$ cat src/rtl/a2mem_pkg.sv
// ============================================================================
// Module   : a2mem_pkg
// Brief    : Shared addresses, reset colours, switch indices and kbd FSM type
// Revision : 1.0
// ============================================================================
`default_nettype none

package a2mem_pkg;

    localparam logic [15:0] SW_IIE_BASE    = 16'hC000;
    localparam logic [15:0] SW_VID_BASE    = 16'hC050;
    localparam logic [15:0] KBD_CLR_BASE   = 16'hC010;
    localparam logic [15:0] IIGS_MONO      = 16'hC021;
    localparam logic [15:0] IIGS_TEXTCOL   = 16'hC022;
    localparam logic [15:0] IIGS_NEWVIDEO  = 16'hC029;
    localparam logic [15:0] IIGS_BORDER    = 16'hC034;
    localparam logic [15:0] C8_OFF         = 16'hCFFF;

    localparam logic [3:0]  RST_TEXT_COLOR   = 4'hF;
    localparam logic [3:0]  RST_BG_COLOR     = 4'h6;
    localparam logic [3:0]  RST_BORDER_COLOR = 4'h6;

    // Bit positions inside the IIe and video switch vectors (address[3:1])
    localparam int IIE_STORE80   = 0;
    localparam int IIE_RAMRD     = 1;
    localparam int IIE_RAMWRT    = 2;
    localparam int IIE_INTCXROM  = 3;
    localparam int IIE_ALTZP     = 4;
    localparam int IIE_SLOTC3ROM = 5;
    localparam int IIE_COL80     = 6;
    localparam int IIE_ALTCHAR   = 7;

    localparam int VID_TEXT      = 0;
    localparam int VID_MIXED     = 1;
    localparam int VID_PAGE2     = 2;
    localparam int VID_HIRES     = 3;
    localparam int VID_AN0       = 4;
    localparam int VID_AN1       = 5;
    localparam int VID_AN2       = 6;
    localparam int VID_AN3       = 7;

    typedef enum logic [0:0] {
        ARMED = 1'b0,
        HELD  = 1'b1
    } kbd_state_t;

    function automatic logic page16_hit(input logic [15:0] addr, input logic [15:0] base);
        return addr[15:4] == base[15:4];
    endfunction

endpackage

`default_nettype wire

$ cat src/rtl/a2mem_if.sv
// ============================================================================
// Module   : a2mem_if
// Brief    : Apple II memory-state bundle: soft switches, IIgs config, kbd, aux
// Revision : 1.0
// ============================================================================
`default_nettype none

interface a2mem_if;
    logic       STORE80, RAMRD, RAMWRT, INTCXROM, ALTZP, SLOTC3ROM, COL80, ALTCHAR;
    logic       TEXT_MODE, MIXED_MODE, PAGE2, HIRES_MODE, AN0, AN1, AN2, AN3;
    logic [2:0] SLOTROM;
    logic       INTC8ROM;
    logic       MONOCHROME_MODE, SHRG_MODE, LINEARIZE_MODE, MONOCHROME_DHIRES_MODE;
    logic [3:0] TEXT_COLOR, BACKGROUND_COLOR, BORDER_COLOR;
    logic [7:0] keycode;
    logic       keypress_strobe;
    logic       aux_mem;

    modport master (
        output STORE80, RAMRD, RAMWRT, INTCXROM, ALTZP, SLOTC3ROM, COL80, ALTCHAR,
        output TEXT_MODE, MIXED_MODE, PAGE2, HIRES_MODE, AN0, AN1, AN2, AN3,
        output SLOTROM, INTC8ROM,
        output MONOCHROME_MODE, SHRG_MODE, LINEARIZE_MODE, MONOCHROME_DHIRES_MODE,
        output TEXT_COLOR, BACKGROUND_COLOR, BORDER_COLOR,
        output keycode, keypress_strobe, aux_mem
    );

    modport slave (
        input STORE80, RAMRD, RAMWRT, INTCXROM, ALTZP, SLOTC3ROM, COL80, ALTCHAR,
        input TEXT_MODE, MIXED_MODE, PAGE2, HIRES_MODE, AN0, AN1, AN2, AN3,
        input SLOTROM, INTC8ROM,
        input MONOCHROME_MODE, SHRG_MODE, LINEARIZE_MODE, MONOCHROME_DHIRES_MODE,
        input TEXT_COLOR, BACKGROUND_COLOR, BORDER_COLOR,
        input keycode, keypress_strobe, aux_mem
    );
endinterface

`default_nettype wire

$ cat src/rtl/a2mem_kbd_latch.sv
// ============================================================================
// Module   : a2mem_kbd_latch
// Brief    : Keyboard latch; one strobe per key until re-armed
// Revision : 1.0
// ============================================================================
`default_nettype none

module a2mem_kbd_latch
    import a2mem_pkg::*;
(
    input  logic       clk_logic_i,
    input  logic       reset_i,
    input  logic       i_key_rd,
    input  logic       i_rearm,
    input  logic [7:0] i_data,
    output logic [7:0] o_keycode,
    output logic       o_keypress_strobe
);

    kbd_state_t r_state;
    logic [7:0] r_keycode;
    logic       r_strobe;

    always_ff @(posedge clk_logic_i or posedge reset_i) begin
        if (reset_i) begin
            r_state   <= ARMED;
            r_keycode <= 8'h00;
            r_strobe  <= 1'b0;
        end else begin
            r_strobe <= 1'b0;
            case (r_state)
                ARMED: begin
                    if (i_key_rd && i_data[7]) begin
                        r_keycode <= i_data;
                        r_strobe  <= 1'b1;
                        r_state   <= HELD;
                    end
                end
                HELD: begin
                    if (i_rearm || (i_key_rd && !i_data[7])) begin
                        r_state <= ARMED;
                    end
                end
                default: r_state <= ARMED;
            endcase
        end
    end

    assign o_keycode         = r_keycode;
    assign o_keypress_strobe = r_strobe;

endmodule

`default_nettype wire

$ cat src/rtl/a2mem_softsw.sv
// ============================================================================
// Module   : a2mem_softsw
// Brief    : Bus-snooping soft-switch decoder driving the a2mem_if master side
// Revision : 1.0
// ============================================================================
`default_nettype none

module a2mem_softsw
    import a2mem_pkg::*;
#(
    parameter int ENABLE_IIGS = 1,
    parameter int ENABLE_AUX  = 1
) (
    input  logic        clk_logic_i,
    input  logic        reset_i,
    input  logic        bus_strobe_i,
    input  logic [15:0] bus_addr_i,
    input  logic [7:0]  bus_data_i,
    input  logic        bus_rw_n_i,
    a2mem_if.master     a2mem
);

    logic [7:0] r_iie_sw;
    logic [7:0] r_vid_sw;
    logic [2:0] r_slotrom;
    logic       r_intc8rom;
    logic       r_mono;
    logic       r_shrg;
    logic       r_linear;
    logic       r_mono_dhires;
    logic [3:0] r_text_color;
    logic [3:0] r_bg_color;
    logic [3:0] r_border_color;
    logic       r_aux_mem;

    logic       w_wr;
    logic       w_iie_hit;
    logic       w_vid_hit;
    logic       w_kbd_rd;
    logic       w_kbd_clr;
    logic [2:0] w_cn_slot;
    logic       w_cn_hit;
    logic       w_c8_off;
    logic       w_iigs_wr;
    logic       w_sel;
    logic       w_aux;

    assign w_wr      = bus_strobe_i && !bus_rw_n_i;
    assign w_iie_hit = w_wr && page16_hit(bus_addr_i, SW_IIE_BASE);
    assign w_vid_hit = bus_strobe_i && page16_hit(bus_addr_i, SW_VID_BASE);
    assign w_kbd_rd  = bus_strobe_i && bus_rw_n_i && (bus_addr_i == SW_IIE_BASE);
    assign w_kbd_clr = bus_strobe_i && page16_hit(bus_addr_i, KBD_CLR_BASE);
    assign w_cn_slot = bus_addr_i[10:8];
    assign w_cn_hit  = (bus_addr_i[15:11] == 5'b11000) && (w_cn_slot != 3'd0);
    assign w_c8_off  = bus_addr_i == C8_OFF;
    assign w_iigs_wr = (ENABLE_IIGS != 0) && w_wr;

    // Aux decode uses the switch state before this cycle's own update
    always_comb begin
        w_sel = bus_rw_n_i ? r_iie_sw[IIE_RAMRD] : r_iie_sw[IIE_RAMWRT];
        w_aux = w_sel;
        if (bus_addr_i[15:14] == 2'b11) begin
            w_aux = 1'b0;
        end else if (bus_addr_i[15:9] == 7'd0) begin
            w_aux = r_iie_sw[IIE_ALTZP];
        end else if (bus_addr_i[15:10] == 6'b000001) begin
            w_aux = r_iie_sw[IIE_STORE80] ? r_vid_sw[VID_PAGE2] : w_sel;
        end else if (bus_addr_i[15:13] == 3'b001) begin
            w_aux = (r_iie_sw[IIE_STORE80] && r_vid_sw[VID_HIRES]) ? r_vid_sw[VID_PAGE2] : w_sel;
        end
    end

    always_ff @(posedge clk_logic_i or posedge reset_i) begin
        if (reset_i) begin
            r_iie_sw       <= 8'h00;
            r_vid_sw       <= 8'h01;
            r_slotrom      <= 3'd0;
            r_intc8rom     <= 1'b0;
            r_mono         <= 1'b0;
            r_shrg         <= 1'b0;
            r_linear       <= 1'b0;
            r_mono_dhires  <= 1'b0;
            r_text_color   <= RST_TEXT_COLOR;
            r_bg_color     <= RST_BG_COLOR;
            r_border_color <= RST_BORDER_COLOR;
            r_aux_mem      <= 1'b0;
        end else if (bus_strobe_i) begin
            if (w_iie_hit) begin
                r_iie_sw[bus_addr_i[3:1]] <= bus_addr_i[0];
            end
            if (w_vid_hit) begin
                r_vid_sw[bus_addr_i[3:1]] <= bus_addr_i[0];
            end

            if (w_c8_off) begin
                r_slotrom  <= 3'd0;
                r_intc8rom <= 1'b0;
            end else if (w_cn_hit && !r_iie_sw[IIE_INTCXROM]) begin
                r_slotrom <= w_cn_slot;
                if (w_cn_slot == 3'd3 && !r_iie_sw[IIE_SLOTC3ROM]) begin
                    r_intc8rom <= 1'b1;
                end
            end

            if (w_iigs_wr) begin
                if (bus_addr_i == IIGS_MONO) begin
                    r_mono <= bus_data_i[7];
                end
                if (bus_addr_i == IIGS_TEXTCOL) begin
                    r_text_color <= bus_data_i[7:4];
                    r_bg_color   <= bus_data_i[3:0];
                end
                if (bus_addr_i == IIGS_NEWVIDEO) begin
                    r_shrg        <= bus_data_i[7];
                    r_linear      <= bus_data_i[6];
                    r_mono_dhires <= bus_data_i[5];
                end
                if (bus_addr_i == IIGS_BORDER) begin
                    r_border_color <= bus_data_i[3:0];
                end
            end

            r_aux_mem <= (ENABLE_AUX != 0) ? w_aux : 1'b0;
        end
    end

    a2mem_kbd_latch u_kbd (
        .clk_logic_i       (clk_logic_i),
        .reset_i           (reset_i),
        .i_key_rd          (w_kbd_rd),
        .i_rearm           (w_kbd_clr),
        .i_data            (bus_data_i),
        .o_keycode         (a2mem.keycode),
        .o_keypress_strobe (a2mem.keypress_strobe)
    );

    assign a2mem.STORE80    = r_iie_sw[IIE_STORE80];
    assign a2mem.RAMRD      = r_iie_sw[IIE_RAMRD];
    assign a2mem.RAMWRT     = r_iie_sw[IIE_RAMWRT];
    assign a2mem.INTCXROM   = r_iie_sw[IIE_INTCXROM];
    assign a2mem.ALTZP      = r_iie_sw[IIE_ALTZP];
    assign a2mem.SLOTC3ROM  = r_iie_sw[IIE_SLOTC3ROM];
    assign a2mem.COL80      = r_iie_sw[IIE_COL80];
    assign a2mem.ALTCHAR    = r_iie_sw[IIE_ALTCHAR];
    assign a2mem.TEXT_MODE  = r_vid_sw[VID_TEXT];
    assign a2mem.MIXED_MODE = r_vid_sw[VID_MIXED];
    assign a2mem.PAGE2      = r_vid_sw[VID_PAGE2];
    assign a2mem.HIRES_MODE = r_vid_sw[VID_HIRES];
    assign a2mem.AN0        = r_vid_sw[VID_AN0];
    assign a2mem.AN1        = r_vid_sw[VID_AN1];
    assign a2mem.AN2        = r_vid_sw[VID_AN2];
    assign a2mem.AN3        = r_vid_sw[VID_AN3];

    assign a2mem.SLOTROM                = r_slotrom;
    assign a2mem.INTC8ROM               = r_intc8rom;
    assign a2mem.MONOCHROME_MODE        = r_mono;
    assign a2mem.SHRG_MODE              = r_shrg;
    assign a2mem.LINEARIZE_MODE         = r_linear;
    assign a2mem.MONOCHROME_DHIRES_MODE = r_mono_dhires;
    assign a2mem.TEXT_COLOR             = r_text_color;
    assign a2mem.BACKGROUND_COLOR       = r_bg_color;
    assign a2mem.BORDER_COLOR           = r_border_color;
    assign a2mem.aux_mem                = r_aux_mem;

endmodule

`default_nettype wire

$ cat src/flat_wrapper.sv
// flat-port wrapper written by rule: the top's interface ports become plain ports
module a2mem_softsw_flat import a2mem_pkg::*;
#(
    parameter int ENABLE_IIGS = 1,
    parameter int ENABLE_AUX  = 1
)
  (clk_logic_i, reset_i, bus_strobe_i, bus_addr_i, bus_data_i, bus_rw_n_i, a2mem_STORE80, a2mem_RAMRD, a2mem_RAMWRT, a2mem_INTCXROM, a2mem_ALTZP, a2mem_SLOTC3ROM, a2mem_COL80, a2mem_ALTCHAR, a2mem_TEXT_MODE, a2mem_MIXED_MODE, a2mem_PAGE2, a2mem_HIRES_MODE, a2mem_AN0, a2mem_AN1, a2mem_AN2, a2mem_AN3, a2mem_SLOTROM, a2mem_INTC8ROM, a2mem_MONOCHROME_MODE, a2mem_SHRG_MODE, a2mem_LINEARIZE_MODE, a2mem_MONOCHROME_DHIRES_MODE, a2mem_TEXT_COLOR, a2mem_BACKGROUND_COLOR, a2mem_BORDER_COLOR, a2mem_keycode, a2mem_keypress_strobe, a2mem_aux_mem);
  a2mem_if a2mem_i ();
  input  logic clk_logic_i;
  input  logic reset_i;
  input  logic bus_strobe_i;
  input  logic [15:0] bus_addr_i;
  input  logic [7:0] bus_data_i;
  input  logic bus_rw_n_i;
  output wire logic [$bits(a2mem_i.STORE80)-1:0] a2mem_STORE80;
  output wire logic [$bits(a2mem_i.RAMRD)-1:0] a2mem_RAMRD;
  output wire logic [$bits(a2mem_i.RAMWRT)-1:0] a2mem_RAMWRT;
  output wire logic [$bits(a2mem_i.INTCXROM)-1:0] a2mem_INTCXROM;
  output wire logic [$bits(a2mem_i.ALTZP)-1:0] a2mem_ALTZP;
  output wire logic [$bits(a2mem_i.SLOTC3ROM)-1:0] a2mem_SLOTC3ROM;
  output wire logic [$bits(a2mem_i.COL80)-1:0] a2mem_COL80;
  output wire logic [$bits(a2mem_i.ALTCHAR)-1:0] a2mem_ALTCHAR;
  output wire logic [$bits(a2mem_i.TEXT_MODE)-1:0] a2mem_TEXT_MODE;
  output wire logic [$bits(a2mem_i.MIXED_MODE)-1:0] a2mem_MIXED_MODE;
  output wire logic [$bits(a2mem_i.PAGE2)-1:0] a2mem_PAGE2;
  output wire logic [$bits(a2mem_i.HIRES_MODE)-1:0] a2mem_HIRES_MODE;
  output wire logic [$bits(a2mem_i.AN0)-1:0] a2mem_AN0;
  output wire logic [$bits(a2mem_i.AN1)-1:0] a2mem_AN1;
  output wire logic [$bits(a2mem_i.AN2)-1:0] a2mem_AN2;
  output wire logic [$bits(a2mem_i.AN3)-1:0] a2mem_AN3;
  output wire logic [$bits(a2mem_i.SLOTROM)-1:0] a2mem_SLOTROM;
  output wire logic [$bits(a2mem_i.INTC8ROM)-1:0] a2mem_INTC8ROM;
  output wire logic [$bits(a2mem_i.MONOCHROME_MODE)-1:0] a2mem_MONOCHROME_MODE;
  output wire logic [$bits(a2mem_i.SHRG_MODE)-1:0] a2mem_SHRG_MODE;
  output wire logic [$bits(a2mem_i.LINEARIZE_MODE)-1:0] a2mem_LINEARIZE_MODE;
  output wire logic [$bits(a2mem_i.MONOCHROME_DHIRES_MODE)-1:0] a2mem_MONOCHROME_DHIRES_MODE;
  output wire logic [$bits(a2mem_i.TEXT_COLOR)-1:0] a2mem_TEXT_COLOR;
  output wire logic [$bits(a2mem_i.BACKGROUND_COLOR)-1:0] a2mem_BACKGROUND_COLOR;
  output wire logic [$bits(a2mem_i.BORDER_COLOR)-1:0] a2mem_BORDER_COLOR;
  output wire logic [$bits(a2mem_i.keycode)-1:0] a2mem_keycode;
  output wire logic [$bits(a2mem_i.keypress_strobe)-1:0] a2mem_keypress_strobe;
  output wire logic [$bits(a2mem_i.aux_mem)-1:0] a2mem_aux_mem;
  assign a2mem_STORE80 = a2mem_i.STORE80;
  assign a2mem_RAMRD = a2mem_i.RAMRD;
  assign a2mem_RAMWRT = a2mem_i.RAMWRT;
  assign a2mem_INTCXROM = a2mem_i.INTCXROM;
  assign a2mem_ALTZP = a2mem_i.ALTZP;
  assign a2mem_SLOTC3ROM = a2mem_i.SLOTC3ROM;
  assign a2mem_COL80 = a2mem_i.COL80;
  assign a2mem_ALTCHAR = a2mem_i.ALTCHAR;
  assign a2mem_TEXT_MODE = a2mem_i.TEXT_MODE;
  assign a2mem_MIXED_MODE = a2mem_i.MIXED_MODE;
  assign a2mem_PAGE2 = a2mem_i.PAGE2;
  assign a2mem_HIRES_MODE = a2mem_i.HIRES_MODE;
  assign a2mem_AN0 = a2mem_i.AN0;
  assign a2mem_AN1 = a2mem_i.AN1;
  assign a2mem_AN2 = a2mem_i.AN2;
  assign a2mem_AN3 = a2mem_i.AN3;
  assign a2mem_SLOTROM = a2mem_i.SLOTROM;
  assign a2mem_INTC8ROM = a2mem_i.INTC8ROM;
  assign a2mem_MONOCHROME_MODE = a2mem_i.MONOCHROME_MODE;
  assign a2mem_SHRG_MODE = a2mem_i.SHRG_MODE;
  assign a2mem_LINEARIZE_MODE = a2mem_i.LINEARIZE_MODE;
  assign a2mem_MONOCHROME_DHIRES_MODE = a2mem_i.MONOCHROME_DHIRES_MODE;
  assign a2mem_TEXT_COLOR = a2mem_i.TEXT_COLOR;
  assign a2mem_BACKGROUND_COLOR = a2mem_i.BACKGROUND_COLOR;
  assign a2mem_BORDER_COLOR = a2mem_i.BORDER_COLOR;
  assign a2mem_keycode = a2mem_i.keycode;
  assign a2mem_keypress_strobe = a2mem_i.keypress_strobe;
  assign a2mem_aux_mem = a2mem_i.aux_mem;
  a2mem_softsw #(.ENABLE_IIGS(ENABLE_IIGS), .ENABLE_AUX(ENABLE_AUX)) u_core (.clk_logic_i(clk_logic_i), .reset_i(reset_i), .bus_strobe_i(bus_strobe_i), .bus_addr_i(bus_addr_i), .bus_data_i(bus_data_i), .bus_rw_n_i(bus_rw_n_i), .a2mem(a2mem_i));
endmodule
$ cat config.mk
export PLATFORM = sky130hd
export DESIGN_NAME = a2mem_softsw_flat
export DESIGN_NICKNAME = d
export VERILOG_FILES = /design/src/rtl/a2mem_pkg.sv /design/src/rtl/a2mem_if.sv /design/src/rtl/a2mem_kbd_latch.sv /design/src/rtl/a2mem_softsw.sv /design/src/flat_wrapper.sv
export SDC_FILE = /design/constraint.sdc
export NUM_CORES = 1
export LEC_CHECK = 0
export BUFFER_PORTS_ARGS = -buffer_cell sky130_fd_sc_hd__buf_2
export CORE_ASPECT_RATIO = 0.5
export CORE_UTILIZATION = 54
export CTS_CLUSTER_DIAMETER = 30
export CTS_CLUSTER_SIZE = 10
export DETAILED_ROUTE_END_ITERATION = 10
export GPL_ROUTABILITY_DRIVEN = 0
export MAX_ROUTING_LAYER = met4
export PLACE_DENSITY = 0.83
export RECOVER_POWER = 25
export SETUP_SLACK_MARGIN = 0.02
export SLEW_MARGIN = 0
export SYNTH_ARGS = -nofsm -noshare
export SYNTH_HDL_FRONTEND = slang
export SYNTH_SLANG_ARGS = --single-unit
$ cat constraint.sdc
create_clock -name clk_logic_i -period 3.9 [get_ports clk_logic_i]
set_input_delay 0.195 -clock clk_logic_i [delete_from_list [all_inputs] [get_ports clk_logic_i]]
set_output_delay 0.195 -clock clk_logic_i [all_outputs]
set_load 0.05 [all_outputs]
# After elaboration in Yosys (flattened, before gate mapping)
# Index checks and enable logic that the tools add are counted.
# word_totals
romBits,0
latchBits,0
ff_bits,47
input_bits,28
n_memories,0
ram_bits,0
output_inout_bits,46
# classes
div,0
muxes,20
n_lt_le_gt_ge,2
mul,0
reduce_logical,31
n_bitwise,1
n_addsub,0
n_eq_ne,14
n_shift,0
# op_table
op,count
$eq A16 B16 Y1 const B,6
$eq A12 B12 Y1 const B,3
$bwmux W8,2
$reduce_and A3 Y1,5
$mux W1,14
$logic_and A1 B1 Y1,13
$reduce_and A2 Y1,4
$logic_not A7 Y1,1
$eq A6 B1 Y1 const B,1
$mux W3,2
$eq A5 B5 Y1 const B,1
$logic_not A1 Y1,4
$lt A3 B4 Y1 const B,1
$reduce_bool A2 Y1,2
$demux W1 S3,1
$eq A3 B1 Y1 const B,1
$eq A3 B2 Y1 const B,1
$ge A3 B1 Y1 const B,1
$reduce_bool A3 Y1,1
$eq A2 B2 Y1 const B,1
$pmux W1 S2,1
$logic_or A1 B1 Y1,1
$not A1 Y1,1

# Depth between registers and ports, before layout
# Gate-level depths: netlist (run 1).
# logic_depth
depth_word,6
depth_mapped,6
depth_no_buf,4

# Modules after synthesis
# Synthesis (run 1) repeated with hierarchy kept, for this count alone.
# unflattened
hier_cells,177
hier_area_um2,2244.7
# by_module_without_submodules
mod,cells_each,area_each_um2,n_inst
a2mem_softsw,154,1865.5,1
a2mem_kbd_latch,23,379.1,1

# Worst setup path after synthesis (run 1)
# OpenSTA, ideal clock, no wires.
# synth_path
path_kind,in2reg
from,input bus_addr_i[3]
to,"register u_core.u_kbd.r_keycode[0], in the netlist u_core.u_kbd.o_keycode[0]"
stages,5
required_time_ps,3775
path_buffers,1
setup_time_ps,125
setup_slack_ps,2219
arrival_time_ps,1556
path_cell_list,buf_4 > nor4_2 > nand2_1 > nor4b_4 > mux2_2
# synth_between
elab_chain_len,4
# synth_lines
element,line_no,rtl
start: declaration,flat_wrapper.sv:12,input logic [15:0] bus_addr_i;
$eq A16 B16 Y1,a2mem_softsw.sv:51,assign w_kbd_rd = bus_strobe_i && bus_rw_n_i && (bus_addr_i == SW_IIE_BASE);
$logic_and A1 B1 Y1,a2mem_softsw.sv:51,
$logic_and A1 B1 Y1,a2mem_kbd_latch.sv:33,if (i_key_rd && i_data[7]) begin
$reduce_and A2 Y1 (no line),n/a,
end signal: assignment,a2mem_kbd_latch.sv:34,r_keycode <= i_data;
end: declaration,a2mem_kbd_latch.sv:21,logic [7:0] r_keycode;
# No other way between the ends.
# A chain may end at the register's enable or synchronous reset.

# Worst setup path after layout (run 1)
# layout_path
from,input bus_addr_i[13]
to,"register u_core.r_bg_color[3], in the netlist u_core.a2mem.BACKGROUND_COLOR[3]"
# layout_between
elab_chain_len,2
# layout_lines
element,line_no,rtl
$eq A16 B16 Y1,a2mem_softsw.sv:109,if (bus_addr_i == IIGS_TEXTCOL) begin
$reduce_and A3 Y1 (no line),n/a,
end signal: assignment,a2mem_softsw.sv:111,r_bg_color <= bus_data_i[3:0];
end: declaration,a2mem_softsw.sv:32,logic [3:0] r_bg_color;
# No other way between the ends.

==> results.txt, run 1 <==
- The detailed router finished its first iteration with around 110 violations.
* Die area: around 4400 µm²
* Area delta synth->final: 22.1%
- Synthesized instance count: 178
* Number of H-tree branching levels: 2
- Pins over their slew limit: 48
- Dividing the detail-routed via count by the number of cells gives 5.46.
- Chip height: 47.3 µm
- Status: finished with violations
- Traced cell by cell, the critical path runs through buf_2 -> and4bb_2 -> nand4_4 -> nor3_2 -> mux2_2.
- Clock-pin slew was measured on the worst setup and hold paths at 90 ps.
- For the final database, setup skew stands at 4.85 ps.
- The tightest hold path in the finished design has a slack of 145 ps.
- Max Cap Viol: 1
- Period utilization: 0.443
- Number of distinct library cell variants in the gate-level netlist after synthesis: 38
* Setup crit start kind: primary input
- At the end of the flow the core is filled with cells to 0.691.
- The critical path in this run is classified as primary input to flop.
- Across the VDD grid, the largest voltage drop is between 200 and 250 µV.
- In the final routed layout, each cell accounts on average for 15.4 µm.
- For the worst setup path, the data arrival time is between 1500 and 2000 ps.
- Wire length of the first global-routing pass: 7090 µm
* Count of fill cells added during filler insertion: 297
* Synth Register Bits: 47
* Final Hold Viols: 0
* Area inside the core boundary: around 3900 µm²
- Count of endpoints failing setup in the final report: 0
* Violated checks: capacitance limit, slew limit
* Most instantiated flip-flop cell in the synthesis netlist: sky130_fd_sc_hd__dfrtp_1
- Antenna cell count: 0
- The first detailed-routing pass ran for 4 iterations.
- Site Rows: 16
- Die X-Extent: a little over 90 µm
- Prior to clock tree synthesis, the placed netlist has a worst setup slack of 1830 ps.
* Delay of the slowest cell on the worst path: 650 ps
* Pin count of the biggest net entering global routing: 48
* Overall Global Routing Usage: 0.228
- Number of antenna-violating nets in the routed design: 0
- Maximum number of buffers from clock root to sink: 2
* Critical Path End Type: flop
- CP max FO: 8
- Antenna violations before repair: 0
- Num CTS Buffers: 5
- The via count of the first global-routing pass was 1481.
- In this run the cell area of the synthesized design comes to 2220 µm².
- In this run, post-CTS repair resized a total of 0 instances.
- For the finished layout, the period the worst path requires is 1730 ps.
* Achievable clock frequency: ~0.58 GHz
* Min-delay worst type: primary input to flop
- Synthesis produced a netlist with a net count of 206.
- For this design the static power due to leakage is 1.39 nW.
- After synthesis, the share of flip-flops with an asynchronous set or reset is 1.00.
* Setup ws final: 2170 ps
- In the final design database the tool counted 278 nets.
- For this block, the via count after detailed routing is around 1.7k.
* Post-CTS setup repair buffer count: 0
- TritonCTS clock tree: done
- Worst slew margin: -0.113
- Among all stages on the critical path, the largest delay is contributed by sky130_fd_sc_hd__nor3_2.
- Total power divided by cell area: 331 nW/µm²
- Starting Density: 0.566
- The share of the Yosys chip area taken by registers is 0.535.
- Averaged over all synthesized cells, the footprint is between 10 and 15 µm².
- Counting every sink on the clock net gives 47.
- STA puts the critical path data required time at 4090 ps.
- Remaining design rule violation count: 0
* Most used cells in the layout excluding fill and tap cells: 73 x sky130_fd_sc_hd__buf_2, 40 x sky130_fd_sc_hd__mux2_2, 38 x sky130_fd_sc_hd__dfrtp_1, 14 x sky130_fd_sc_hd__nand3_1, 10 x sky130_fd_sc_hd__nor2_1
* Worst-Margin Slew: 1670 ps
* Overflow left after global routing: 0
- Root cell of the clock tree: sky130_fd_sc_hd__clkbuf_8
* Top cell family by delay on the critical path: simple AND/OR/NAND/NOR gates
* Layout cell share with drive strength beyond 1: 0.570
- The library cell used most frequently in the layout, excluding fill and tap cells, is sky130_fd_sc_hd__buf_2.
* Yosys warns: 0
* Hold-fix buffers at CTS: 0
* Summed negative setup slack over all endpoints: 0 ps
- Total buffers and inverters traversed by the critical path: 1
- Detailed Route WL: between 4000 and 5000 µm
- Clock latency on the worst-skew pair, taken at its later pin, is around 300 ps.
- The synthesized design contains 0 enable-type register cells.
- The wire-length estimate of the detail-placed layout is roughly 3500 µm.
- I/O pin count: 74
- During placement, the flow inserted port buffers numbering 73.
- Setup repair after global routing missed its margin: no
-- synthesized netlist by cell type, types with 2 or more instances --
cell | number | share of area
sky130_fd_sc_hd__nand3_1 | 14 | 0.032
sky130_fd_sc_hd__nor4b_1 | 2 | 0.0079
sky130_fd_sc_hd__dfstp_2 | 9 | 0.11
sky130_fd_sc_hd__and3_1 | 2 | 0.0056
sky130_fd_sc_hd__nor2b_1 | 2 | 0.0056
sky130_fd_sc_hd__or2_2 | 2 | 0.0056
sky130_fd_sc_hd__and4_2 | 2 | 0.0090
sky130_fd_sc_hd__nand2_1 | 7 | 0.012
sky130_fd_sc_hd__nand4_1 | 7 | 0.020
sky130_fd_sc_hd__mux2_2 | 40 | 0.20
sky130_fd_sc_hd__dfrtp_1 | 38 | 0.43
sky130_fd_sc_hd__nor2_1 | 10 | 0.017
sky130_fd_sc_hd__buf_2 | 2 | 0.0045
sky130_fd_sc_hd__clkbuf_1 | 5 | 0.0085
sky130_fd_sc_hd__nor4_1 | 3 | 0.0085
sky130_fd_sc_hd__o32a_1 | 2 | 0.0090
sky130_fd_sc_hd__a22o_1 | 3 | 0.012
sky130_fd_sc_hd__inv_1 | 3 | 0.0051
sky130_fd_sc_hd__nor3_1 | 6 | 0.014
-- final timing paths --
path | start | to | slack, ps | cells past startpoint
worst max-delay path | bus_addr_i[13] | u_core.a2mem.BACKGROUND_COLOR[3] | 2170 | 5
worst min-delay path | bus_data_i[3] | u_core.a2mem.BORDER_COLOR[3] | 150 | 2
worst max register to register | u_core.u_kbd.r_state | u_core.u_kbd.o_keycode[6] | 2400 | 2
worst min register to register | u_core.u_kbd.o_keycode[7] | u_core.u_kbd.o_keycode[7] | 500 | 1
max in group asynchronous | reset_i | u_core.r_iie_sw[4] | 2530 | 2
min in group asynchronous | reset_i | u_core.a2mem.BACKGROUND_COLOR[0] | 400 | 2
-- layout make-up --
class                           count  area, µm²  share of cell area
Clock buffer                        7       86.3              0.0318
Clock inverter                      1       8.76             0.00323
Tap cell                           54       67.6              0.0249
Sequential cell                    47       1190               0.438
Timing Repair Buffer               73        365               0.135
Multi-Input combinational cell    120        986               0.363
Inverter                            3       11.3             0.00415
-- worst reg2reg max path: stages (launching register included) --
cell and delay, ps:
sky130_fd_sc_hd__dfrtp_1 420, sky130_fd_sc_hd__nor4b_4 570, sky130_fd_sc_hd__mux2_2 400
-- state kept, by name, indices dropped and copies added (netlist names) --
| register | cells |
|---|---|
| u_core.a2mem.TEXT_COLOR | 4 |
| u_core.a2mem.MONOCHROME_DHIRES_MODE | 1 |
| u_core.a2mem.BORDER_COLOR | 4 |
| u_core.a2mem.LINEARIZE_MODE | 1 |
| u_core.u_kbd.r_state | 1 |
| u_core.r_vid_sw | 8 |
| u_core.r_iie_sw | 8 |
| u_core.a2mem.BACKGROUND_COLOR | 4 |
| u_core.a2mem.aux_mem | 1 |
| u_core.a2mem.MONOCHROME_MODE | 1 |
| u_core.u_kbd.o_keypress_strobe | 1 |
| u_core.a2mem.SHRG_MODE | 1 |
| u_core.u_kbd.o_keycode | 8 |
| u_core.a2mem.INTC8ROM | 1 |
| u_core.a2mem.SLOTROM | 3 |
-- power breakdown --
part           switching [W]  internal, W
clock network       0.000160     0.000145
registers         0.00000433     0.000494
logic              0.0000688    0.0000267
-- per-stage QoR --
| step | total power [W] | std cells | area, µm² |
|---|---|---|---|
| after floorplan | 0.000566 | 178 | 2220 |
| after global placement | 0.000601 | 297 | 2620 |
| after detailed placement | 0.000604 | 297 | 2620 |
| after CTS | 0.000910 | 305 | 2710 |
| after global routing | 0.000937 | 305 | 2710 |
| final | 0.000899 | 305 | 2710 |
-- per-layer routing --
| metal | share of wire | wire length [µm] | vias up | track usage |
|---|---|---|---|---|
| met5 | 0 | 0 | - | - |
| met4 | 0.0019 | 9 | 0 | 0.0277 |
| met3 | 0.051 | 239 | 2 | 0.0663 |
| met2 | 0.48 | 2250 | 38 | 0.378 |
| met1 | 0.47 | 2200 | 815 | 0.295 |
| li1 | - | - | 811 | - |
-- cells by family (layout without fill, tap and decap cells) --
logic type,count (synthesis),after routing,share of synthesized area
AOI/OAI and AO/OA,12,12,0.0462
and+or+nand+nor,68,68,0.195
DFF,47,47,0.535
buffers and inverters,11,84,0.0214
muxes,40,40,0.203
Note: power is estimated with default switching activity, not from simulation.
==> run 2: changes to the inputs <==
- CORE_UTILIZATION: 54 -> 50
- PLACE_DENSITY: 0.83 -> 0.77
- clock period: 3.9 -> 1.64 ns (I/O delays scaled with it)
==> results.txt, run 2 (synthesis gave the netlist of run 1 again) <==
- Status: complete, no violations (was finished with violations)
- Clock group share of total power: 0.368 (was 0.339)
- The wire length reported by the detailed router is 5320 µm (was 4700 µm).
* I/O pin count: 74 (unchanged)
- CP max FO: 3 (was 8)
* Logic pwr share: 0.115 (was 0.106)
- TritonCTS clock tree: done (unchanged)
- Half-perimeter wire length after detailed placement: 3920 µm (was 3460 µm)
- Number of vias after detailed routing: 1820 (was 1666)
* Min-delay worst type: primary input to flop (unchanged)
- The cell leakage power is 1.51 nW (was 1.39 nW).
- Maximum number of buffers from clock root to sink: 2 (unchanged)
- Wire length per cell after detailed routing: 16.4 µm (was 15.4 µm)
- The delay contributed by the slowest stage of the critical path came to 410 ps (was 650 ps).
- Top cell family by delay on the critical path: compound AO/OA/AOI/OAI gates (was simple AND/OR/NAND/NOR gates)
- Clock Sinks: 47 (unchanged)
- Via-per-instance ratio: 5.60 (was 5.46)
- Antenna violations before repair: 0 (unchanged)
- The count of placed standard cells including taps was 316 (was 297).
* Proportion of power drawn by flip-flops and latches: 0.517 (was 0.555)
* Number of buffers added on ports: 73 (unchanged)
- The clock root buffer is sky130_fd_sc_hd__clkbuf_8 (unchanged).
- Final Instance Count excl. Fillers: 325 (was 305)
- The DRC violation total after the first TritonRoute iteration was 114 (was 113).
- Die X-Extent: 96.3 µm (was 92.7 µm)
- Most used cells in the layout excluding fill and tap cells: 73 x sky130_fd_sc_hd__buf_2, 40 x sky130_fd_sc_hd__mux2_2, 38 x sky130_fd_sc_hd__dfrtp_1, 18 x sky130_fd_sc_hd__buf_4, 14 x sky130_fd_sc_hd__nand3_1 (was 73 x sky130_fd_sc_hd__buf_2, 40 x sky130_fd_sc_hd__mux2_2, 38 x sky130_fd_sc_hd__dfrtp_1, 14 x sky130_fd_sc_hd__nand3_1, 10 x sky130_fd_sc_hd__nor2_1).
- Series of cell instances along the critical path: mux2_2 -> a311oi_1 -> o32a_1 -> o32ai_1 (was buf_2 -> and4bb_2 -> nand4_4 -> nor3_2 -> mux2_2).
- The critical path's slowest cell was sky130_fd_sc_hd__dfrtp_1 (was sky130_fd_sc_hd__nor3_2).
- The total core area was 4080 µm² (was 3920 µm²).
- First-pass iteration count of the detailed router: 5 (was 4)
- Number of H-tree branching levels: 2 (unchanged)
- The total power density per cell area came to 792 nW/µm² (was 331 nW/µm²).
* Antenna cell count: 0 (unchanged)
- The clock latency on the worst-skew pair came to 300 ps (about the same).
- The kind of capture point of the worst setup path is a flop (unchanged).
- Starting Density: 0.544 (was 0.566)
- Layout cell share with drive strength beyond 1: 0.601 (was 0.570)
- The total number of placement rows is 16 (unchanged).
- The worst endpoint data arrival time was 1550 ps (was 1920 ps).
- In the finished design, the share of the clock period the worst path needs comes to 0.837.
- The overall track demand over capacity in global routing is 0.254 (was 0.228).
- The global route total overflow is 0 (unchanged).
- The number of slew-limit violations in the final report is 0 (was 48).
- The via count of the first global-routing pass is 1818 (was 1481).
- The clock period could shrink to ~1400 ps.
- The maximum number of pins on one net before global-route repair was 31 (was 48).
- Setup skew after layout: 8.31 ps (was 4.85 ps)
* Num CTS Buffers: 5 (unchanged)
- Path type of the worst setup path: flop to flop (was primary input to flop)
- Count of fill cells added during filler insertion: 308 (was 297)
- Count of endpoints failing setup in the final report: 0 (unchanged)
- The actual slew at the worst max-slew pin came to 724 ps (was 1670 ps).
- Area delta synth->final: 30.4% (was 22.1%)
- Number of nets in the final layout: 298 (was 278)
- Number of gates resized after CTS: 0 (unchanged)
- Number of antenna-violating nets in the routed design: 0 (unchanged)
- Summed negative setup slack over all endpoints: 0 ps (unchanged)
- Setup repair after global routing missed its margin: no (unchanged)
* Remaining design rule violation count: 0 (unchanged)
- The vertical extent of the die is 49.1 µm (was 47.3 µm).
- The worst-case vdd ir drop was 506 µV (was 230 µV).
- Required time at the worst-slack endpoint: 1820 ps (was 4090 ps)
- The die footprint was 4730 µm² (was 4390 µm²).
- CTS clk-pin slew, worst paths: 90 ps (about the same)
- Net Switching: 0.000574 W (was 0.000233 W)
- Based on the critical path, the design can be clocked at up to 0.729 GHz.
* Setup crit start kind: flop (was primary input)
- The cell-internal power is 0.00172 W (was 0.000666 W).
- The switching portion of total power came to 0.250 (was 0.259).
- Total buffers and inverters traversed by the critical path: 0 (was 1)
* Max Cap Viol: 0 (was 1)
- The first-pass GRT wire length came to 8650 µm (was 7090 µm).
- The hold violation count in the final report is 0 (unchanged).
- Worst slew margin: 0.517 (was -0.113)
- Leading cell type in the layout, fill and taps excluded: sky130_fd_sc_hd__buf_2 (unchanged)
[run 2: cell count changes in the layout (fill, tap and decap cells not counted)]
cell	delta
sky130_fd_sc_hd__clkbuf_1	-1
sky130_fd_sc_hd__buf_4	+18
sky130_fd_sc_hd__clkinv_2	+1
sky130_fd_sc_hd__buf_12	+1
sky130_fd_sc_hd__dlygate4sd3_1	+1
sky130_fd_sc_hd__bufinv_16	+1
sky130_fd_sc_hd__clkbuf_8	-1
[run 2: routing by layer]
metal / vias up / share of wire / GRT usage
met5: - / 0 / -
met4: 0 / 0.0034 / 0.0672
met3: 4 / 0.059 / 0.0530
met2: 78 / 0.50 / 0.411
met1: 896 / 0.43 / 0.328
li1: 842 / - / -
[run 2: cell type report]
type / instances / area, µm² / share of cell area
Timing Repair Buffer: 93 / 531 / 0.183
Inverter: 3 / 11.3 / 0.00389
Clock buffer: 5 / 68.8 / 0.0238
Sequential cell: 47 / 1190 / 0.410
Tap cell: 54 / 67.6 / 0.0233
Clock inverter: 3 / 43.8 / 0.0151
Multi-Input combinational cell: 120 / 986 / 0.341
[run 2: path summary, 6_finish.rpt]
| check | from | slack (ps) | cells past startpoint | to |
|---|---|---|---|---|
| worst max-delay path | u_core.r_iie_sw[1] | 270 | 4 | u_core.a2mem.aux_mem |
| worst min-delay path | bus_data_i[2] | 40 | 2 | u_core.a2mem.BORDER_COLOR[2] |
| worst max register to register | u_core.r_iie_sw[1] | 270 | 4 | u_core.a2mem.aux_mem |
| worst min register to register | u_core.u_kbd.o_keycode[7] | 480 | 1 | u_core.u_kbd.o_keycode[7] |
| max in group asynchronous | reset_i | 510 | 4 | u_core.a2mem.TEXT_COLOR[2] |
| min in group asynchronous | reset_i | 450 | 3 | u_core.r_vid_sw[5] |
[run 2: timing repair]
action / CTS / global route
hold buffers: 1 / 0
buffers inserted: 0 / 0
endpoints found under the hold margin: 16 / 0
[run 2: through the flow]
stage                     setup WS (ps)   util  total power (W)  cell area (µm²)  hold WS (ps)
after global placement             21.2  0.679          0.00146             2770          86.1
after detailed placement          -40.8  0.679          0.00147             2770          93.0
after CTS                           270  0.709          0.00231             2900          32.2
final                               268  0.709          0.00229             2900          40.7
after floorplan                    26.6      -          0.00135             2220           173
after global routing                218  0.709          0.00237             2900          41.6
[run 2: power groups by stage]
stage	combinational [W]	clock (W)	sequential, W
after floorplan	0.0000812	0	0.00126
after global placement	0.000256	0	0.00121
after detailed placement	0.000263	0	0.00121
after CTS	0.000266	0.000857	0.00118
after global routing	0.000287	0.000895	0.00119
final	0.000265	0.000844	0.00119
==> run 3: changes to the inputs <==
- ABC_AREA: not set -> 1
- CORE_UTILIZATION: 50 -> 52
- PLACE_DENSITY: 0.77 -> 0.78
- clock period: 1.64 -> 1.4 ns (I/O delays scaled with it)
==> results.txt, run 3 <==
- Status: complete, no violations (unchanged)
- Drt first-iter violations: 125 (was 114)
* Total buffers and inverters traversed by the critical path: 1 (was 0)
- The sort of element at the start of the critical path is a flop (unchanged).
- Mux cell area share after synthesis: 0 (was 0.203)
- The overall track demand over capacity in global routing was 0.267 (was 0.254).
- The number of inserted diodes was 0 (unchanged).
- Dominant cells by area after synthesis: sky130_fd_sc_hd__dfrtp_1 36%, sky130_fd_sc_hd__nand2_1 17%, sky130_fd_sc_hd__inv_1 10%, sky130_fd_sc_hd__dfstp_2 9.0%, sky130_fd_sc_hd__nor2_1 5.9% (was sky130_fd_sc_hd__dfrtp_1 43%, sky130_fd_sc_hd__mux2_2 20%, sky130_fd_sc_hd__dfstp_2 11%, sky130_fd_sc_hd__nand3_1 3.2%, sky130_fd_sc_hd__nand4_1 2.0%).
- Synth Area in Adders: 0 (unchanged)
- The number of gates given a new drive strength after cts was 0 (unchanged).
* Max Cap Viol: 0 (unchanged)
- Most used cells in the layout excluding fill and tap cells: 116 x sky130_fd_sc_hd__nand2_1, 73 x sky130_fd_sc_hd__buf_2, 71 x sky130_fd_sc_hd__inv_1, 41 x sky130_fd_sc_hd__nor2_1, 38 x sky130_fd_sc_hd__dfrtp_1 (was 73 x sky130_fd_sc_hd__buf_2, 40 x sky130_fd_sc_hd__mux2_2, 38 x sky130_fd_sc_hd__dfrtp_1, 18 x sky130_fd_sc_hd__buf_4, 14 x sky130_fd_sc_hd__nand3_1)
- Overflow left after global routing: 0 (unchanged)
- Via count of the first global-routing pass: 2306 (was 1818)
- Area delta synth->final: 22.8% (was 30.4%)
* Logic depth of the worst setup path including buffers: 5 (was 4)
- The total via count in the routed design is 2580 (was 1820).
- The total iterations of the first detailed-routing run is 4 (was 5).
- The number of buffers added by the clock tree synthesis step is 5 (unchanged).
- The type of the worst setup path was flop to flop (unchanged).
* Layout cell share with drive strength beyond 1: 0.247 (was 0.601)
- The count of warnings emitted by yosys is 0 (unchanged).
- Half-perimeter wire length after detailed placement: 4750 µm (was 3920 µm)
- Area inside the core boundary: 4620 µm² (was 4080 µm²)
* Fraction of the yosys area taken by sequential cells: 0.452 (was 0.535)
- Instance area at placement: 3110 µm² (was 2770 µm²)
- Number of H-tree branching levels: 2 (unchanged)
* Series of cell instances along the critical path: inv_1 -> nand3_1 -> nor3b_1 -> nand2_1 -> nand2_1 (was mux2_2 -> a311oi_1 -> o32a_1 -> o32ai_1)
- The total power density per cell area is 810 nW/µm² (was 792 nW/µm²).
- The x dimension of the die is 103 µm (was 96.3 µm).
- The worst min-delay path category was primary input to flop (unchanged).
- Detailed Route WL: 6300 µm (was 5320 µm)
- Number of nets in the final layout: 485 (was 298)
- The die footprint is 5360 µm² (was 4730 µm²).
- Worst IR Drop VDD: 507 µV (was 506 µV)
- The final standard cell area without fillers came to 3230 µm² (was 2900 µm²).
- Leading cell type in the layout, fill and taps excluded: sky130_fd_sc_hd__nand2_1 (was sky130_fd_sc_hd__buf_2)
- Maximum number of buffers from clock root to sink: 2 (unchanged)
- Delay of the slowest cell on the worst path: 400 ps (was 410 ps)
* Site Rows: 17 (was 16)
* Synth Register Bits: 47 (unchanged)
- Count of endpoints failing setup in the final report: 0 (unchanged)
- The synthesized net count was 399 (was 206).
- Cell accounting for the most synthesized area: sky130_fd_sc_hd__dfrtp_1 (unchanged)
* Dominant combinational cell family by area after synthesis: simple AND/OR/NAND/NOR gates (was multiplexers)
* Post-route minimum period: 1190 ps (was 1370 ps)
- Fraction of registers with async set/reset: 1.00 (unchanged)
* Post-synthesis share of cell area spent on xor and xnor gates: 0 (unchanged)
- I/O pin count: 74 (unchanged)
- Summed negative setup slack over all endpoints: 0 ps (unchanged)
* Synth Area in Compound Gates: 0.0600 (was 0.0462)
- The worst slack after detailed placement is 43.7 ps (was -40.8 ps).
- The wire length per cell came to 12.0 µm (was 16.4 µm).
- Remaining design rule violation count: 0 (unchanged)
- The starting density of the core came to 0.570 (was 0.544).
- The hold path depth was 3 (was 2).
- The number of input and output port buffers inserted was 73 (unchanged).
- TritonCTS clock tree: done (unchanged)
* CTS clk-pin slew, worst paths: 90 ps (about the same)
- Setup repair after global routing missed its margin: no (unchanged)
* Achievable clock frequency: 0.843 GHz (was 0.729 GHz)
- The logic depth of the worst register-to-register path was 5 (was 4).
- The number of antenna-violating nets in the routed design is 0 (unchanged).
- Among the stages of the critical path, the cell type that occurs most often is sky130_fd_sc_hd__nand2_1.
- The actual slew at the worst max-slew pin was 632 ps (was 724 ps).
- The clock root buffer is sky130_fd_sc_hd__clkbuf_8 (unchanged).
- The cell area after technology mapping came to 2630 µm² (was 2220 µm²).
* Wire length of the first global-routing pass: 10500 µm (was 8650 µm)
* Most instantiated flip-flop cell in the synthesis netlist: sky130_fd_sc_hd__dfrtp_1 (unchanged)
- The library cell with the highest instance count after synthesis was sky130_fd_sc_hd__nand2_1 (was sky130_fd_sc_hd__mux2_2).
* Most common library cells after synthesis: 116 x sky130_fd_sc_hd__nand2_1, 71 x sky130_fd_sc_hd__inv_1, 41 x sky130_fd_sc_hd__nor2_1 (was 40 x sky130_fd_sc_hd__mux2_2, 38 x sky130_fd_sc_hd__dfrtp_1, 14 x sky130_fd_sc_hd__nand3_1)
- The cell leakage power came to 1.83 nW (was 1.51 nW).
- Via-per-instance ratio: 4.92 (was 5.60)
- The hold violation count in the final report is 0 (unchanged).
- Required time at the worst-slack endpoint: 1650 ps (was 1820 ps)
- The number of distinct library cells after synthesis is 25 (was 38).
- The number of slew-limit violations in the final report came to 0 (unchanged).
- Worst slew margin: 0.579 (was 0.517)
* Final standard cell utilization of the core: 0.700 (was 0.709)
- The maximum number of pins on one net before global-route repair came to 48 (was 31).
* Period utilization: 0.847 (was 0.837)
* Clock Sinks: 47 (unchanged)
- Setup skew after layout: 8.02 ps (was 8.31 ps)
- The area share of the largest cell type after synthesis was 0.362 (was 0.428).
- The worst endpoint data arrival time came to 1430 ps (was 1550 ps).
- Clock latency on the worst-skew pair: 310 ps (was 300 ps)
- The count of flip-flops with a built-in enable after synthesis was 0 (unchanged).
- Chip height: 52.3 µm (was 49.1 µm)
* Synthesized instance count: 371 (was 178)
- Critical Path End Type: flop (unchanged)
- Simple logic cell fraction of the synthesized area: 0.363 (was 0.195)
- The final worst-path setup slack was 214 ps (was 268 ps).
- The top fanout value on the critical path came to 3 (unchanged).
- The mean instance size in the synthesized netlist came to 7.09 µm² (was 12.5 µm²).
- The number of antenna violations at the first check in global routing was 0 (unchanged).
- Cell type of the slowest stage on the worst timing path: sky130_fd_sc_hd__dfrtp_1 (unchanged)
- Top cell family by delay on the critical path: simple AND/OR/NAND/NOR gates (was compound AO/OA/AOI/OAI gates)
run 3: cells by family after synthesis:
| logic type | after synthesis |
|---|---|
| simple gates | 214 |
| buf+inv | 81 |
| flops | 47 |
| compound gates | 29 |
run 3: area by class of cell:
cell class	count	area, µm²
timing repair buffer	86	470
clock buffer	6	82.6
inverter	74	278
sequential	47	1190
multi-input combinational	243	1110
fill	406	1390
tap	66	82.6
clock inverter	2	16.3
run 3: metrics by stage:
step	hold WS [ps]	total power, W	std cells
final	13.6	0.00262	524
after global placement	123	0.00173	513
after CTS	8.40	0.00263	524
after floorplan	187	0.00160	371
after global routing	34.6	0.00270	524
after detailed placement	127	0.00174	513
run 3: worst register-to-register path, delay by kind of cell, from the launching register on:
family                 cells  cell delay, ps
buffers and inverters      1             110
DFF                        1             400
and+or+nand+nor            4             630
run 3: path summary, 6_finish.rpt:
check,start,end,slack (ps)
max,u_core.r_iie_sw[3],u_core.a2mem.SLOTROM[1],210
min,bus_data_i[4],u_core.a2mem.TEXT_COLOR[0],10
max reg2reg,u_core.r_iie_sw[3],u_core.a2mem.SLOTROM[1],210
min reg2reg,u_core.a2mem.SLOTROM[0],u_core.a2mem.SLOTROM[0],480
max in group asynchronous,reset_i,u_core.a2mem.INTC8ROM,490
min in group asynchronous,reset_i,u_core.a2mem.BORDER_COLOR[0],490
run 3: repair_timing:
| action | CTS | global route |
|---|---|---|
| hold buffers | 3 | 0 |
| hold endpoints to repair | 40 | 0 |
| buffers inserted | 0 | 0 |
run 3: per-layer routing:
layer	GRT usage	vias to the layer above	part of all wire
met2	0.440	83	0.46
li1	-	1306	-
met3	0.0680	6	0.065
met4	0.0571	0	0.0060
met5	-	-	0
met1	0.335	1185	0.46
run 3: report_power, final:
| group | internal, W | total [W] | switching [W] |
|---|---|---|---|
| combinational | 0.0000912 | 0.000332 | 0.000241 |
| sequential | 0.00138 | 0.00139 | 0.00000961 |
| clock | 0.000404 | 0.000899 | 0.000495 |
| total | 0.00187 | 0.00262 | 0.000746 |
